File: src/rtl/uart_receiver.sv
// UART receive end: 16x oversampled 8E1 frames, parity/stop checking and a
// ready/read handshake toward the host.
module uart_receiver #(
    parameter int OVERSAMPLE = 16,
    parameter int MID_SAMPLE = 8
) (
    input  logic       clk_50m,
    input  logic       rst_n,
    input  logic       rx,
    input  logic       clken,
    input  logic       rd_en,
    output logic [7:0] dout,
    output logic       rdy,
    output logic       parity_err,
    output logic       frame_err,
    output logic       overrun
);

    localparam int            CW  = $clog2(OVERSAMPLE);
    localparam logic [CW-1:0] MID = CW'(MID_SAMPLE);

    typedef enum logic [2:0] {IDLE, START, DATA, PARITY, STOP, WAIT_HIGH} state_t;

    state_t          state, state_nxt;
    logic            rx_meta, rx_s;
    logic [CW-1:0]   samp_cnt;
    logic [2:0]      bit_cnt;
    logic [7:0]      shreg;
    logic            par_bad;
    logic            mid;
    logic            cnt_clr, bit_clr, shift_en, par_en, commit;

    always_ff @(posedge clk_50m or negedge rst_n) begin
        if (!rst_n) begin
            rx_meta <= 1'b1;
            rx_s    <= 1'b1;
        end else begin
            rx_meta <= rx;
            rx_s    <= rx_meta;
        end
    end

    // Once START is entered with the counter at 0, every later hit of MID is a
    // mid-bit point; the power-of-two counter wraps on its own.
    assign mid = clken && (samp_cnt == MID);

    always_ff @(posedge clk_50m or negedge rst_n) begin
        if (!rst_n) state <= IDLE;
        else        state <= state_nxt;
    end

    always_comb begin
        state_nxt = state;
        case (state)
            IDLE:      if (clken && !rx_s)        state_nxt = START;
            START:     if (mid)                   state_nxt = rx_s ? IDLE : DATA;
            DATA:      if (mid && bit_cnt == 3'd7) state_nxt = PARITY;
            PARITY:    if (mid)                   state_nxt = STOP;
            STOP:      if (mid)                   state_nxt = rx_s ? IDLE : WAIT_HIGH;
            WAIT_HIGH: if (clken && rx_s)         state_nxt = IDLE;
            default:                              state_nxt = IDLE;
        endcase
    end

    always_comb begin
        cnt_clr  = (state == IDLE);
        bit_clr  = (state == START)  && mid;
        shift_en = (state == DATA)   && mid;
        par_en   = (state == PARITY) && mid;
        commit   = (state == STOP)   && mid;
    end

    always_ff @(posedge clk_50m or negedge rst_n) begin
        if (!rst_n)      samp_cnt <= '0;
        else if (clken)  samp_cnt <= cnt_clr ? '0 : samp_cnt + 1'b1;
    end

    always_ff @(posedge clk_50m or negedge rst_n) begin
        if (!rst_n) begin
            bit_cnt <= 3'd0;
            shreg   <= 8'h00;
            par_bad <= 1'b0;
        end else begin
            if (bit_clr) begin
                bit_cnt <= 3'd0;
            end else if (shift_en) begin
                shreg[bit_cnt] <= rx_s;
                bit_cnt        <= bit_cnt + 3'd1;
            end
            if (par_en) par_bad <= (^shreg) ^ rx_s;
        end
    end

    // A commit outranks a simultaneous read: the new frame is what the host sees next.
    always_ff @(posedge clk_50m or negedge rst_n) begin
        if (!rst_n) begin
            dout       <= 8'h00;
            rdy        <= 1'b0;
            parity_err <= 1'b0;
            frame_err  <= 1'b0;
            overrun    <= 1'b0;
        end else if (commit) begin
            dout       <= shreg;
            parity_err <= par_bad;
            frame_err  <= ~rx_s;
            rdy        <= 1'b1;
            if (rd_en)    overrun <= 1'b0;
            else if (rdy) overrun <= 1'b1;
        end else if (rd_en) begin
            rdy        <= 1'b0;
            parity_err <= 1'b0;
            frame_err  <= 1'b0;
            overrun    <= 1'b0;
        end
    end

endmodule

File: config.mk
export PLATFORM = sky130hd
export DESIGN_NAME = uart_receiver
export DESIGN_NICKNAME = d
export VERILOG_FILES = /design/src/rtl/uart_receiver.sv
export SDC_FILE = /design/constraint.sdc
export NUM_CORES = 1
export LEC_CHECK = 0
export ABC_AREA = 0
export CORE_UTILIZATION = 50
export DETAILED_ROUTE_END_ITERATION = 6
export PLACE_DENSITY = 0.74
export SETUP_SLACK_MARGIN = 0.1
export SYNTH_ARGS = -nofsm -noshare
export SYNTH_HDL_FRONTEND = slang
export SYNTH_SLANG_ARGS = --single-unit
File: constraint.sdc
create_clock -name clk_50m -period 2.1 [get_ports clk_50m]
set_clock_uncertainty 0.2 [all_clocks]
set_input_delay 0.42 -clock clk_50m [delete_from_list [all_inputs] [get_ports clk_50m]]
set_output_delay 0.42 -clock clk_50m [all_outputs]
set_load 0.005 [all_outputs]
==> flow_summary.yaml <==
outcome:
  outcome: "completed"
die:
  num_rows: 20
  die_area_um2: 3520
  fp.dieH_um: 59.4
  ios: 17
  coreArea_um2: 3080
  dieWidth_um: 59.4
  initial_core_util: 0.535
cells_and_area:
  fin_nets: 186
  num-fill-cells: 235
  fin_cells: 222
  n_antenna_cell: 0
  syn_to_final_growth_pct: 23.8
  final_util: 0.662
  drive_above_1_share: 0.270
detailed_routing:
  drt-met1-wl_um: 1320
  firstDrtPassIters: 4
  postRouteAntennaNets: 0
  met3_length_um: 117
  drt_wl_total_um: 3030
  wl_per_cell_um: 13.6
  highest_layer: "met4"
  dr_wl_met2_um: 1550
  viasPerCell: 5.37
  via_count: 1193
  drt-initial-drc-count: 40
  post-route-drc-count: 0
synth:
  synth_edf_count: 0
  ys_seq_area_frac: 0.503
  synth-main-ff-cell: "dfrtp_1"
  synth_nets: 160
  synthArstFlopShare: 1.00
  avgSynthCellArea_um2: 10.9
  ys_types: 35
  yosysWarnings: 0
  synth-seq-cells: 33
  syn_area_um2: 1650
  syn_inst: 151
hold_path:
  worstHoldPathCells: 0
  hp-start: "rx_meta"
  min_to: "rx_s"
  min_path_type: "flop to flop"
pwr:
  p_leak_uw: 0.000948
  irDropWorstVdd_uv: 698
  powerDensity_nw_per_um2: 826
  clock_power_share: 0.290
  p_sw_uw: 512
  p_int_uw: 1170
  seq_power_share: 0.469
  power.share.switching: 0.304
  combPwrFrac: 0.241
grt:
  grt_pass1_wl_um: 5080
  grt_overflow: 0
  grt_use_total: 0.201
  grt_pass1_vias: 1135
  grt_start_max_net_pins: 34
  antenna_found_initial: 0
placement:
  dp_slack_ns: -0.239
  dp_cells: 212
  dp_hpwl_um: 2180
  gp_congestion: 0.802
  port-buffer-count: 16
setup_path:
  arrival_ns: 1.98
  start_kind: "input port"
  slowest_delay_ns: 0.56
  reg2reg_from: "samp_cnt[0]"
  critPathMaxFanout: 4
  r2r_setup_slack_ns: 0.14
  rr_worst_depth: 6
  criticalPathCategory: "input port to flop"
  rr_endpoint: "shreg[1]"
  critical_path_required_ns: 2.12
  worstPathCellList: "clkdlybuf4s50_1 -> and4b_2 -> nand3b_1 -> nor3_2 -> mux2_2"
  crit_path_end_kind: "flop"
  crit_slowest_cell: "clkdlybuf4s50_1"
cts:
  insertion_delay_ns: 0.33
  cts_tree: "yes"
  root_buffer: "clkbuf_4"
  h-tree-depth: 2
  cts_sinks: 33
  cts.clk_slew.worst_paths_ns: 0.09
  cts_buffer_depth: 2
  cts_made_buffers: 5
  cts_hold_buf: 0
sta:
  max_slew_margin: 0.644
  fin_setup_tns_ns: 0
  min_period_over_period: 0.935
  drv_slew: 0
  timing.final.crit_period_ns: 1.96
  finalWorstSetupSlack_ns: 0.137
  finalHoldViolations: 0
  finalSetupViolCount: 0
  worst_slew_pin_slew_ns: 0.530
  fin_hold_ws_ns: 0.161
  rsz0062_at_grt: "no"
  fmax_mhz: 510
flow_run:
  maxCapViolations: 0
repair_timing:
| action | in CTS | in global routing |
|---|---|---|
| resized for setup | 4 | 6 |
| pin swaps | 2 | 2 |
| setup buffers | 0 | 2 |
| endpoints found under the setup margin | 2 | 18 |
placed cells by master, fill, tap and decap left out, types with 2 or more instances in the layout:
master           instances
dfrtp_1                 31
clkdlybuf4s50_1         16
nand2_1                 14
o21ai_0                 14
buf_4                   12
mux2_2                  11
nor2_1                   6
nand3_1                  6
a21oi_1                  6
nand3b_1                 5
mux2_4                   5
nor3_1                   5
clkbuf_4                 5
xnor2_1                  4
inv_1                    3
ha_1                     3
nor3_2                   2
nand2b_1                 2
nor3b_2                  2
nor2b_1                  2
and3_1                   2
xor2_1                   2
dfstp_2                  2
metal layers:
| metal | up-vias | GRT usage |
|---|---|---|
| met2 | 24 | 0.327 |
| met4 | 0 | 0.0952 |
| li1 | 577 | - |
| met3 | 6 | 0.0655 |
| met5 | - | 0 |
| met1 | 586 | 0.239 |
cells in the mapped netlist (2+ instances only):
cell / n / area share
nor2b_1: 2 / 0.0076
nand2_1: 14 / 0.032
mux2_4: 5 / 0.046
xor2_1: 2 / 0.011
clkbuf_1: 5 / 0.011
and3_1: 2 / 0.0076
or3_1: 2 / 0.0076
nand3b_1: 5 / 0.023
xnor2_1: 4 / 0.021
ha_1: 4 / 0.030
dfrtp_1: 31 / 0.47
nor3_1: 7 / 0.021
nor2_1: 6 / 0.014
a21oi_1: 6 / 0.018
o21ai_0: 14 / 0.043
buf_2: 2 / 0.0061
nor3b_1: 2 / 0.0091
inv_1: 4 / 0.0091
nand3_1: 6 / 0.018
mux2_2: 11 / 0.075
nand2b_1: 2 / 0.0076
dfstp_2: 2 / 0.032
power by group through the flow:
stage,Sequential [µW],Combinational (µW),Clock [µW]
detailed placement,798,352,0
finish,789,405,488
global placement,793,333,0
CTS,788,361,501
floorplan,750,285,0
global route,801,461,538
cell families after synthesis:
kind of cell | share of synthesized area
AOI/OAI and AO/OA | 0.0791
and+or+nand+nor | 0.176
DFF | 0.503
buffers and inverters | 0.0388
adders and majority gates | 0.0304
muxes | 0.127
xor gates and xnor gates | 0.0456
state kept, by name (all words and copies together), names as in the netlist, 3 cells and up:
| signal | cells |
|---|---|
| dout | 8 |
| shreg | 8 |
| samp_cnt | 4 |
| bit_cnt | 3 |
| state | 3 |
area by class of cell:
class | count | area, µm² | share of cell area
sequential | 33 | 828 | 0.407
tap | 44 | 55.1 | 0.0270
clock inverter | 1 | 30.0 | 0.0147
multi-input combinational | 104 | 792 | 0.389
clock buffer | 7 | 55.1 | 0.0270
inverter | 4 | 15.0 | 0.00737
timing repair buffer | 29 | 262 | 0.128
critical path: cells and delay by family:
family | cells | cell delay (ns)
multiplexers | 1 | 0.36
buffers and inverters | 1 | 0.56
AND/OR/NAND/NOR | 3 | 0.65
stage by stage:
stage	area (µm²)	total power, µW
3_5_place_dp	1890	1150
3_3_place_gp	1890	1130
2_1_floorplan	1650	1040
6_report	2040	1680
4_1_cts	1990	1650
5_1_grt	2040	1800
how the worst max path moves through the flow:
stage | start | to | cells past startpoint
floorplan | samp_cnt[0] | dout[2] | 7
CTS | samp_cnt[0] | shreg[0] | 6
global route | samp_cnt[0] | shreg[1] | 6
global placement | clken | shreg[0] | 5
finish | clken | shreg[1] | 5
detailed placement | clken | shreg[1] | 5
Note: power is estimated with default switching activity, not from simulation.
